File: config.mk
export PLATFORM = sky130hd
export DESIGN_NAME = stack_code_loader_flat
export DESIGN_NICKNAME = d
export VERILOG_FILES = /design/src/rtl/stack_code_loader_if.sv /design/src/rtl/stack_code_loader.sv /design/src/flat_wrapper.sv
export SDC_FILE = /design/constraint.sdc
export NUM_CORES = 1
export LEC_CHECK = 0
export CELL_PAD_IN_SITES_DETAIL_PLACEMENT = 1
export CELL_PAD_IN_SITES_GLOBAL_PLACEMENT = 1
export CORE_ASPECT_RATIO = 1.2
export CORE_UTILIZATION = 44
export DETAILED_ROUTE_END_ITERATION = 12
export PLACE_DENSITY = 0.94
export SYNTH_ARGS = -nofsm -noshare
export SYNTH_HDL_FRONTEND = slang
export SYNTH_SLANG_ARGS = --single-unit
File: constraint.sdc
create_clock -name clk -period 5.43 [get_ports clk]
set_input_delay 1.086 -clock clk [delete_from_list [all_inputs] [get_ports clk]]
set_output_delay 1.086 -clock clk [all_outputs]
set_load 0.02 [all_outputs]
File: src/rtl/stack_code_loader_if.sv
// Byte-stream input and code-store write port of the stack-machine program loader.
interface stack_code_loader_if;
  logic        in_valid;
  logic [7:0]  in_data;
  logic        in_ready;
  logic        mem_we;
  logic [7:0]  mem_addr;
  logic [11:0] mem_wdata;
  logic        run;
  logic        error;
  logic [7:0]  words_loaded;

  modport master (
    output in_valid, in_data,
    input  in_ready, mem_we, mem_addr, mem_wdata, run, error, words_loaded
  );

  modport slave (
    input  in_valid, in_data,
    output in_ready, mem_we, mem_addr, mem_wdata, run, error, words_loaded
  );
endinterface

File: src/rtl/stack_code_loader.sv
// Loads a length-prefixed program into the code store, then zero-fills; writes land one cycle after the HI byte.
// Backpressure via in_ready (low outside LEN/LO/HI/CSUM); STACK_LOADER_CHECKSUM_EN adds a trailing XOR checksum byte.
module stack_code_loader (
  input  logic               clk,
  input  logic               rst_n,
  stack_code_loader_if.slave bus
);

  typedef enum logic [2:0] {
    LEN,
    LO,
    HI,
`ifdef STACK_LOADER_CHECKSUM_EN
    CSUM,
`endif
    FILL,
    DONE,
    ERR
  } state_t;

  state_t      state_q, state_d;
  logic [7:0]  n_q, n_d;
  logic [7:0]  operand_q, operand_d;
  logic [7:0]  wl_q, wl_d;
  logic [7:0]  fill_addr_q, fill_addr_d;
  logic        word_pend_q, word_pend_d;
  logic        mem_we_q, mem_we_d;
  logic [7:0]  mem_addr_q, mem_addr_d;
  logic [11:0] mem_wdata_q, mem_wdata_d;
  logic        in_ready_q, in_ready_d;
  logic        run_q, run_d;
  logic        error_q, error_d;

  logic accept;
  logic hi_ok;
  logic last_word;

  assign accept    = bus.in_valid & in_ready_q;
  assign hi_ok     = (bus.in_data[7:4] == 4'd0) && (bus.in_data[3:0] <= 4'd11);
  assign last_word = ({1'b0, wl_q} + 9'd1) >= {1'b0, n_q};

`ifdef STACK_LOADER_CHECKSUM_EN
  logic [7:0] csum_q, csum_d;

  always_comb begin
    csum_d = csum_q;
    if (accept && (state_q == LEN || state_q == LO || state_q == HI)) begin
      csum_d = csum_q ^ bus.in_data;
    end
  end

  always_ff @(posedge clk) begin
    if (rst_n) begin
      csum_q <= 8'd0;
    end else begin
      csum_q <= csum_d;
    end
  end
`endif

  always_comb begin
    state_d     = state_q;
    n_d         = n_q;
    operand_d   = operand_q;
    wl_d        = wl_q;
    fill_addr_d = fill_addr_q;
    word_pend_d = 1'b0;
    mem_we_d    = 1'b0;
    mem_addr_d  = mem_addr_q;
    mem_wdata_d = mem_wdata_q;

    // The count of a word advances the cycle after its write is presented.
    if (word_pend_q) begin
      wl_d = wl_q + 8'd1;
    end

    case (state_q)
      LEN: begin
        if (accept) begin
          n_d     = bus.in_data;
          state_d = (bus.in_data == 8'd0) ? ERR : LO;
        end
      end
      LO: begin
        if (accept) begin
          operand_d = bus.in_data;
          state_d   = HI;
        end
      end
      HI: begin
        if (accept) begin
          if (!hi_ok) begin
            state_d = ERR;
          end else begin
            mem_we_d    = 1'b1;
            mem_addr_d  = wl_q;
            mem_wdata_d = {operand_q, bus.in_data[3:0]};
            word_pend_d = 1'b1;
            if (last_word) begin
              fill_addr_d = n_q;
`ifdef STACK_LOADER_CHECKSUM_EN
              state_d = CSUM;
`else
              state_d = FILL;
`endif
            end else begin
              state_d = LO;
            end
          end
        end
      end
`ifdef STACK_LOADER_CHECKSUM_EN
      CSUM: begin
        if (accept) begin
          state_d = (bus.in_data == csum_q) ? FILL : ERR;
        end
      end
`endif
      FILL: begin
        mem_we_d    = 1'b1;
        mem_addr_d  = fill_addr_q;
        mem_wdata_d = 12'h000;
        if (fill_addr_q == 8'hFF) begin
          state_d = DONE;
        end else begin
          fill_addr_d = fill_addr_q + 8'd1;
        end
      end
      DONE: state_d = DONE;
      ERR:  state_d = ERR;
      default: state_d = ERR;
    endcase

    // Status outputs are registered from the next state so they never glitch.
    in_ready_d = (state_d == LEN) || (state_d == LO) || (state_d == HI)
`ifdef STACK_LOADER_CHECKSUM_EN
                 || (state_d == CSUM)
`endif
                 ;
    run_d   = (state_d == DONE);
    error_d = (state_d == ERR);
  end

  always_ff @(posedge clk) begin
    if (rst_n) begin
      state_q     <= LEN;
      n_q         <= 8'd0;
      operand_q   <= 8'd0;
      wl_q        <= 8'd0;
      fill_addr_q <= 8'd0;
      word_pend_q <= 1'b0;
      mem_we_q    <= 1'b0;
      mem_addr_q  <= 8'd0;
      mem_wdata_q <= 12'd0;
      in_ready_q  <= 1'b1;
      run_q       <= 1'b0;
      error_q     <= 1'b0;
    end else begin
      state_q     <= state_d;
      n_q         <= n_d;
      operand_q   <= operand_d;
      wl_q        <= wl_d;
      fill_addr_q <= fill_addr_d;
      word_pend_q <= word_pend_d;
      mem_we_q    <= mem_we_d;
      mem_addr_q  <= mem_addr_d;
      mem_wdata_q <= mem_wdata_d;
      in_ready_q  <= in_ready_d;
      run_q       <= run_d;
      error_q     <= error_d;
    end
  end

  assign bus.in_ready     = in_ready_q;
  assign bus.mem_we       = mem_we_q;
  assign bus.mem_addr     = mem_addr_q;
  assign bus.mem_wdata    = mem_wdata_q;
  assign bus.run          = run_q;
  assign bus.error        = error_q;
  assign bus.words_loaded = wl_q;

endmodule

File: src/flat_wrapper.sv
// flat-port wrapper written by rule: the top's interface ports become plain ports
module stack_code_loader_flat 
  (clk, rst_n, bus_in_valid, bus_in_data, bus_in_ready, bus_mem_we, bus_mem_addr, bus_mem_wdata, bus_run, bus_error, bus_words_loaded);
  stack_code_loader_if bus_i ();
  input  logic clk;
  input  logic rst_n;
  input wire logic [$bits(bus_i.in_valid)-1:0] bus_in_valid;
  input wire logic [$bits(bus_i.in_data)-1:0] bus_in_data;
  output wire logic [$bits(bus_i.in_ready)-1:0] bus_in_ready;
  output wire logic [$bits(bus_i.mem_we)-1:0] bus_mem_we;
  output wire logic [$bits(bus_i.mem_addr)-1:0] bus_mem_addr;
  output wire logic [$bits(bus_i.mem_wdata)-1:0] bus_mem_wdata;
  output wire logic [$bits(bus_i.run)-1:0] bus_run;
  output wire logic [$bits(bus_i.error)-1:0] bus_error;
  output wire logic [$bits(bus_i.words_loaded)-1:0] bus_words_loaded;
  assign bus_i.in_valid = bus_in_valid;
  assign bus_i.in_data = bus_in_data;
  assign bus_in_ready = bus_i.in_ready;
  assign bus_mem_we = bus_i.mem_we;
  assign bus_mem_addr = bus_i.mem_addr;
  assign bus_mem_wdata = bus_i.mem_wdata;
  assign bus_run = bus_i.run;
  assign bus_error = bus_i.error;
  assign bus_words_loaded = bus_i.words_loaded;
  stack_code_loader u_core (.clk(clk), .rst_n(rst_n), .bus(bus_i));
endmodule
-- Yosys cells after proc, flatten, opt, wreduce, memory -nomap -nowiden
Cells that the tools add are included.
- $add $sub $neg: 3
- multipliers: 0
- divide/modulo/power cells: 0
- $lt $le $gt $ge: 2
- equal/unequal tests: 13
- shifts and indexed selects: 0
- mux-type cells: 22
- bitwise gates (word level): 2
- reduce and logical (&&, ||, !) cells: 13
- operator list (kind ; count):
    $mux 8 ; 6
    $pmux 8 s2 ; 2
    $mux 12 ; 2
    $pmux 12 s2 ; 1
    $mux 3 ; 6
    $add 8x1->8 const B ; 2
    $pmux 3 s5 ; 1
    $add 8x1->9 const B ; 1
    $eq 3x2->1 const B ; 3
    $eq 3x3->1 const B ; 3
    $ge 9x8->1 ; 1
    $eq 8x8->1 const B ; 1
    $logic_not 8->1 ; 1
    $eq 3x1->1 const B ; 2
    $logic_not 3->1 ; 2
    $ne 2x1->1 const B ; 3
    $reduce_and 5->1 ; 1
    $le 4x4->1 const B ; 1
    $logic_not 4->1 ; 1
    $reduce_and 2->1 ; 2
    $reduce_and 3->1 ; 1
    $logic_or 1x1->1 ; 2
    $mux 1 ; 2
    $mux 2 ; 1
    other kinds (7) ; 7
- bits in registers: 60
- bits in latches: 0
- RAM bits: 0
- ROM bits: 0
- input port bits: 11
- output and inout port bits: 32
- word-level logic and storage cells: 67
- memories kept: 0

-- Logic depth before layout (Yosys ltp)
- depth after elaboration: 9
- depth in mapped cells: 11
- depth with buffers taken out: 10

-- Least setup slack after synthesis
Ideal clock, no wire load.
- kind: flip-flop to flip-flop
- from: reg u_core.wl_q[0], in the netlist u_core.bus.words_loaded[0]
- to: reg u_core.state_q[1]
- setup time: 0.115 ns
- data arrival time: 2.750 ns
- data required time: 5.315 ns
- path slack: 2.565 ns
- cell stages (with the launch flop): 11
- buffers on the path: 0
- clock period less this slack: 2.865 ns
- cell sequence: dfxtp_1 -> and3_1 -> and3_2 -> and3_1 -> xor2_1 -> ha_1 -> and3_1 -> nor2b_1 -> o41a_1 -> or3_1 -> and2_1
- word-level cells in the longest chain between the ends: 6
- RTL lines (element ; RTL line ; source):
    from (decl) ; stack_code_loader.sv:24 ; logic [7:0] wl_q, wl_d;
    from (signal assigned) ; stack_code_loader.sv:162 ; wl_q <= wl_d;
    $add 8x1->9 ; stack_code_loader.sv:40 ; assign last_word = ({1'b0, wl_q} + 9'd1) >= {1'b0, n_q};
    $ge 9x8->1 ; stack_code_loader.sv:40 ;
    $mux 2 ; stack_code_loader.sv:99 ; if (last_word) begin
    $mux 3 ; stack_code_loader.sv:92 ; if (!hi_ok) begin
    $mux 3 ; stack_code_loader.sv:91 ; if (accept) begin
    $pmux 3 s5 ; stack_code_loader.sv:77 ; case (state_q)
    to (signal assigned) ; stack_code_loader.sv:159 ; state_q <= state_d;
    to (decl) ; stack_code_loader.sv:21 ; state_t state_q, state_d;
No other way between the ends.
A chain may end at the register's enable or synchronous reset.

-- Worst setup path in the final report
- from: in bus_in_data[5]
- to: reg u_core.mem_wdata_q[3], in the netlist u_core.bus.mem_wdata[3]
- word-level cells in the longest chain between the ends: 4
- RTL lines (element ; RTL line ; source):
    from (decl) ; flat_wrapper.sv:8 ; input wire logic [$bits(bus_i.in_data)-1:0] bus_in_data;
    $logic_not 4->1 ; stack_code_loader.sv:39 ; assign hi_ok = (bus.in_data[7:4] == 4'd0) && (bus.in_data[3:0] <= 4'd11);
    $logic_and 1x1->1 ; stack_code_loader.sv:39 ;
    $ne 2x1->1 (no source line) ; -- ;
    $reduce_and 3->1 (no source line) ; -- ;
    to (signal assigned) ; stack_code_loader.sv:167 ; mem_wdata_q <= mem_wdata_d;
    to (decl) ; stack_code_loader.sv:29 ; logic [11:0] mem_wdata_q, mem_wdata_d;
No other way between the ends.

==> flow_summary.toml <==
[synthesis]
async_flop_share_pct = 0
synth_top_area_cell = "dfxtp_1"
ys_seq_elements = 60
synth_cell_types = 48
syn_area_per_cell_sq_um = 8.67
yosysWarnings = 0
synth_top_area_share_pct = 41.1
ys.flop_type = "dfxtp_1"
synth_edf_count = 0
post_synth_inst_count = 337
ys_seq_area_share_pct = 41.1
syn_area_sq_um = 2920
syn-num-nets = 358
yosys-top-cells-area = "dfxtp_1, nand2_1, ha_1"

[placement]
hpwl_microns = 6450
port_buffers = 42
place.gp.congestion = 0.824

[global_routing]
grt_pass1_wl_microns = 15400
met1_usage_pct = 33.7
grt_usage_pct = 28.5
grt.met2_usage_pct = 49.2
grt.overflow.total = 0
grt_max_degree = 25
busiest_layer = "met2"
grtUsageMet3_pct = 4.12
antenna_found_initial = 0
grt_pass1_vias = 2974

[worst_setup_path]
crit_path_max_fanout = 16
crit_type = "input pin to register"
reg2reg_from = "u_core.bus.words_loaded[0]"
cp.required_ns = 5.67
r2r-end = "u_core.fill_addr_q[6]"
cp.arrival_ns = 4.04
reg2reg_depth = 10
cp-start-kind = "input pin"
endpoint_kind = "register"
ff2ff_setup_slack_ns = 2.08

[pwr]
total_power_w = 0.00113
p_switching_w = 0.000319
cellPowerDensity_nw_per_um2 = 312
pwr-share-clk_pct = 41.8
power_switching_share_pct = 28.3
seqPwrFrac_pct = 43.2
comb_power_share_pct = 15.0
p_leak_nw = 1.39
intPower_w = 0.000807
ir_drop_v = 0.000159

[cells_and_area]
layout_common_cells = "dfxtp_1, clkdlybuf4s50_1, nand2_1"
finalNetCount = 395
drive_gt1_share_pct = 6.07
syn_to_final_growth_pct = 23.6
final_common_cell = "dfxtp_1"
diodes = 0
nFillCells = 772

[floorplan]
die_y_microns = 91.2
io_pins = 43
die_w_microns = 76.4
core_area_sq_um = 6410
rows = 32
initial_core_util_pct = 45.6
die-area_sq_um = 6970

[timing]
hold_viol = 0
fmaxAchievable_mhz = 263
setup_viol = 0
worstMarginPinSlew_ns = 1.14
period_share_pct = 70.1
setup_tns_ns = 0
grt_setup_unrepaired = "false"
period_needed_ns = 3.80
finalMaxSlewViolations = 0
clock_skew_ns = 0.00622
slew_headroom_pct = 23.7

[drt]
drtIter0Drc = 187
firstDrtPassIters = 5
antenna_left = 0
viasPerCell = 6.25
vias = 2899
wirelength_microns = 9580
drc = 0
wl_per_cell_microns = 20.7

[clocking]
cts_buffer_depth = 2
holdBufCountCts = 0
post_cts_buffers = 0
ctsRootBufferMaster = "clkbuf_8"
numCtsBuffers = 9
clkTransAtPathRegs_ns = 0.07
cts.sinks = 60
htree_levels = 3
cts_resized = 0
clock_latency_ns = 0.34
cts_tree = "built"

[min_path]
hold_class = "register to register"
worstHoldEndpoint = "u_core.n_q[3]"
whs_path_depth = 2
min_from = "u_core.n_q[3]"

[run_status]
status = "finished clean"

[run]
drv_cap = 0
[logic make-up (layout without fill, tap and decap cells)]
| kind of cell | count (synthesis) | after routing | share of synthesized area, % |
|---|---|---|---|
| DFF | 60 | 60 | 41.1 |
| adders and majority gates | 10 | 10 | 4.28 |
| buffers and inverters | 32 | 74 | 4.71 |
| and+or+nand+nor | 132 | 132 | 23.7 |
| AOI/OAI and AO/OA | 80 | 80 | 18.9 |
| muxes | 9 | 9 | 3.08 |
| xor gates and xnor gates | 14 | 14 | 4.20 |
[registers in the layout, summed over array words and instances, names as in the netlist, 3 cells and up]
name,flops
u_core.bus.mem_addr,8
u_core.bus.mem_wdata,12
u_core.bus.words_loaded,8
u_core.fill_addr_q,8
u_core.n_q,8
u_core.operand_q,8
u_core.state_q,3
[area by class of cell]
class	count	area, sq um	share of cell area, %
multi-input cells	245	1580	43.8
well taps	85	106	2.95
inverters	13	48.8	1.35
repair buffers	45	443	12.3
flip-flops and latches	60	1200	33.3
clock inverters	3	68.8	1.91
clock buffers	13	159	4.40
[cells in the mapped netlist, types with 2 or more instances]
cell,instances
a211oi_1,4
clkbuf_1,12
nor4_4,2
nor2_1,32
and4_1,2
nor3b_1,3
xor2_1,11
nand4_1,6
a311oi_1,7
o22ai_1,2
a31oi_1,2
xnor2_1,3
ha_1,10
o32ai_1,2
buf_2,5
a22o_1,12
dfxtp_1,60
nor4_1,3
or4_1,2
inv_1,13
nor2b_1,5
nor3_1,5
and3_1,11
mux2i_1,9
nand2_1,36
and2_1,5
nand3_1,12
o21ai_0,12
a2111oi_0,2
a21oi_1,23
o211ai_1,3
o311ai_0,4
or3_1,2
[routing by layer]
metal / vias to the layer above / wire length (microns)
met5: - / 0
li1: 1304 / -
met1: 1450 / 4010
met4: 0 / 266
met2: 114 / 4880
met3: 31 / 431
[worst max path at each step]
stage	start	to	cells after the start
after floorplan	u_core.bus.words_loaded[0]	u_core.state_q[1]	10
after global placement	bus_in_data[5]	u_core.bus.mem_wdata[7]	6
after detailed placement	bus_in_data[5]	u_core.bus.mem_wdata[3]	6
after CTS	bus_in_data[5]	u_core.bus.mem_wdata[3]	6
after global routing	bus_in_data[5]	u_core.bus.mem_wdata[11]	6
final	bus_in_data[5]	u_core.bus.mem_wdata[3]	6
[metrics by stage]
step	utilization (%)	instances	setup WS, ns	hold slack (ns)	instance area, sq um
2_1_floorplan	-	337	2.57	0.436	2920
3_3_place_gp	52.8	448	1.68	0.447	3380
3_5_place_dp	52.8	448	1.38	0.452	3380
4_1_cts	56.3	464	1.70	0.461	3610
5_1_grt	56.3	464	1.49	0.499	3610
6_report	56.3	464	1.63	0.462	3610
[critical path, cell delays in order]
cell             delay (ns)
clkdlybuf4s50_1        0.49
nor4_4                 0.51
a31oi_1                0.22
nor3_2                 0.89
nor2_1                 0.47
a22o_1                 0.36
[power by group through the flow]
stage	Clock, W	Combinational (W)	Sequential [W]
after floorplan	0	0.000102	0.000491
after CTS	0.000470	0.000167	0.000485
after global placement	0	0.000152	0.000493
after detailed placement	0	0.000162	0.000494
after global routing	0.000488	0.000183	0.000489
final	0.000470	0.000169	0.000486
Power figures use the tool's default switching activity.
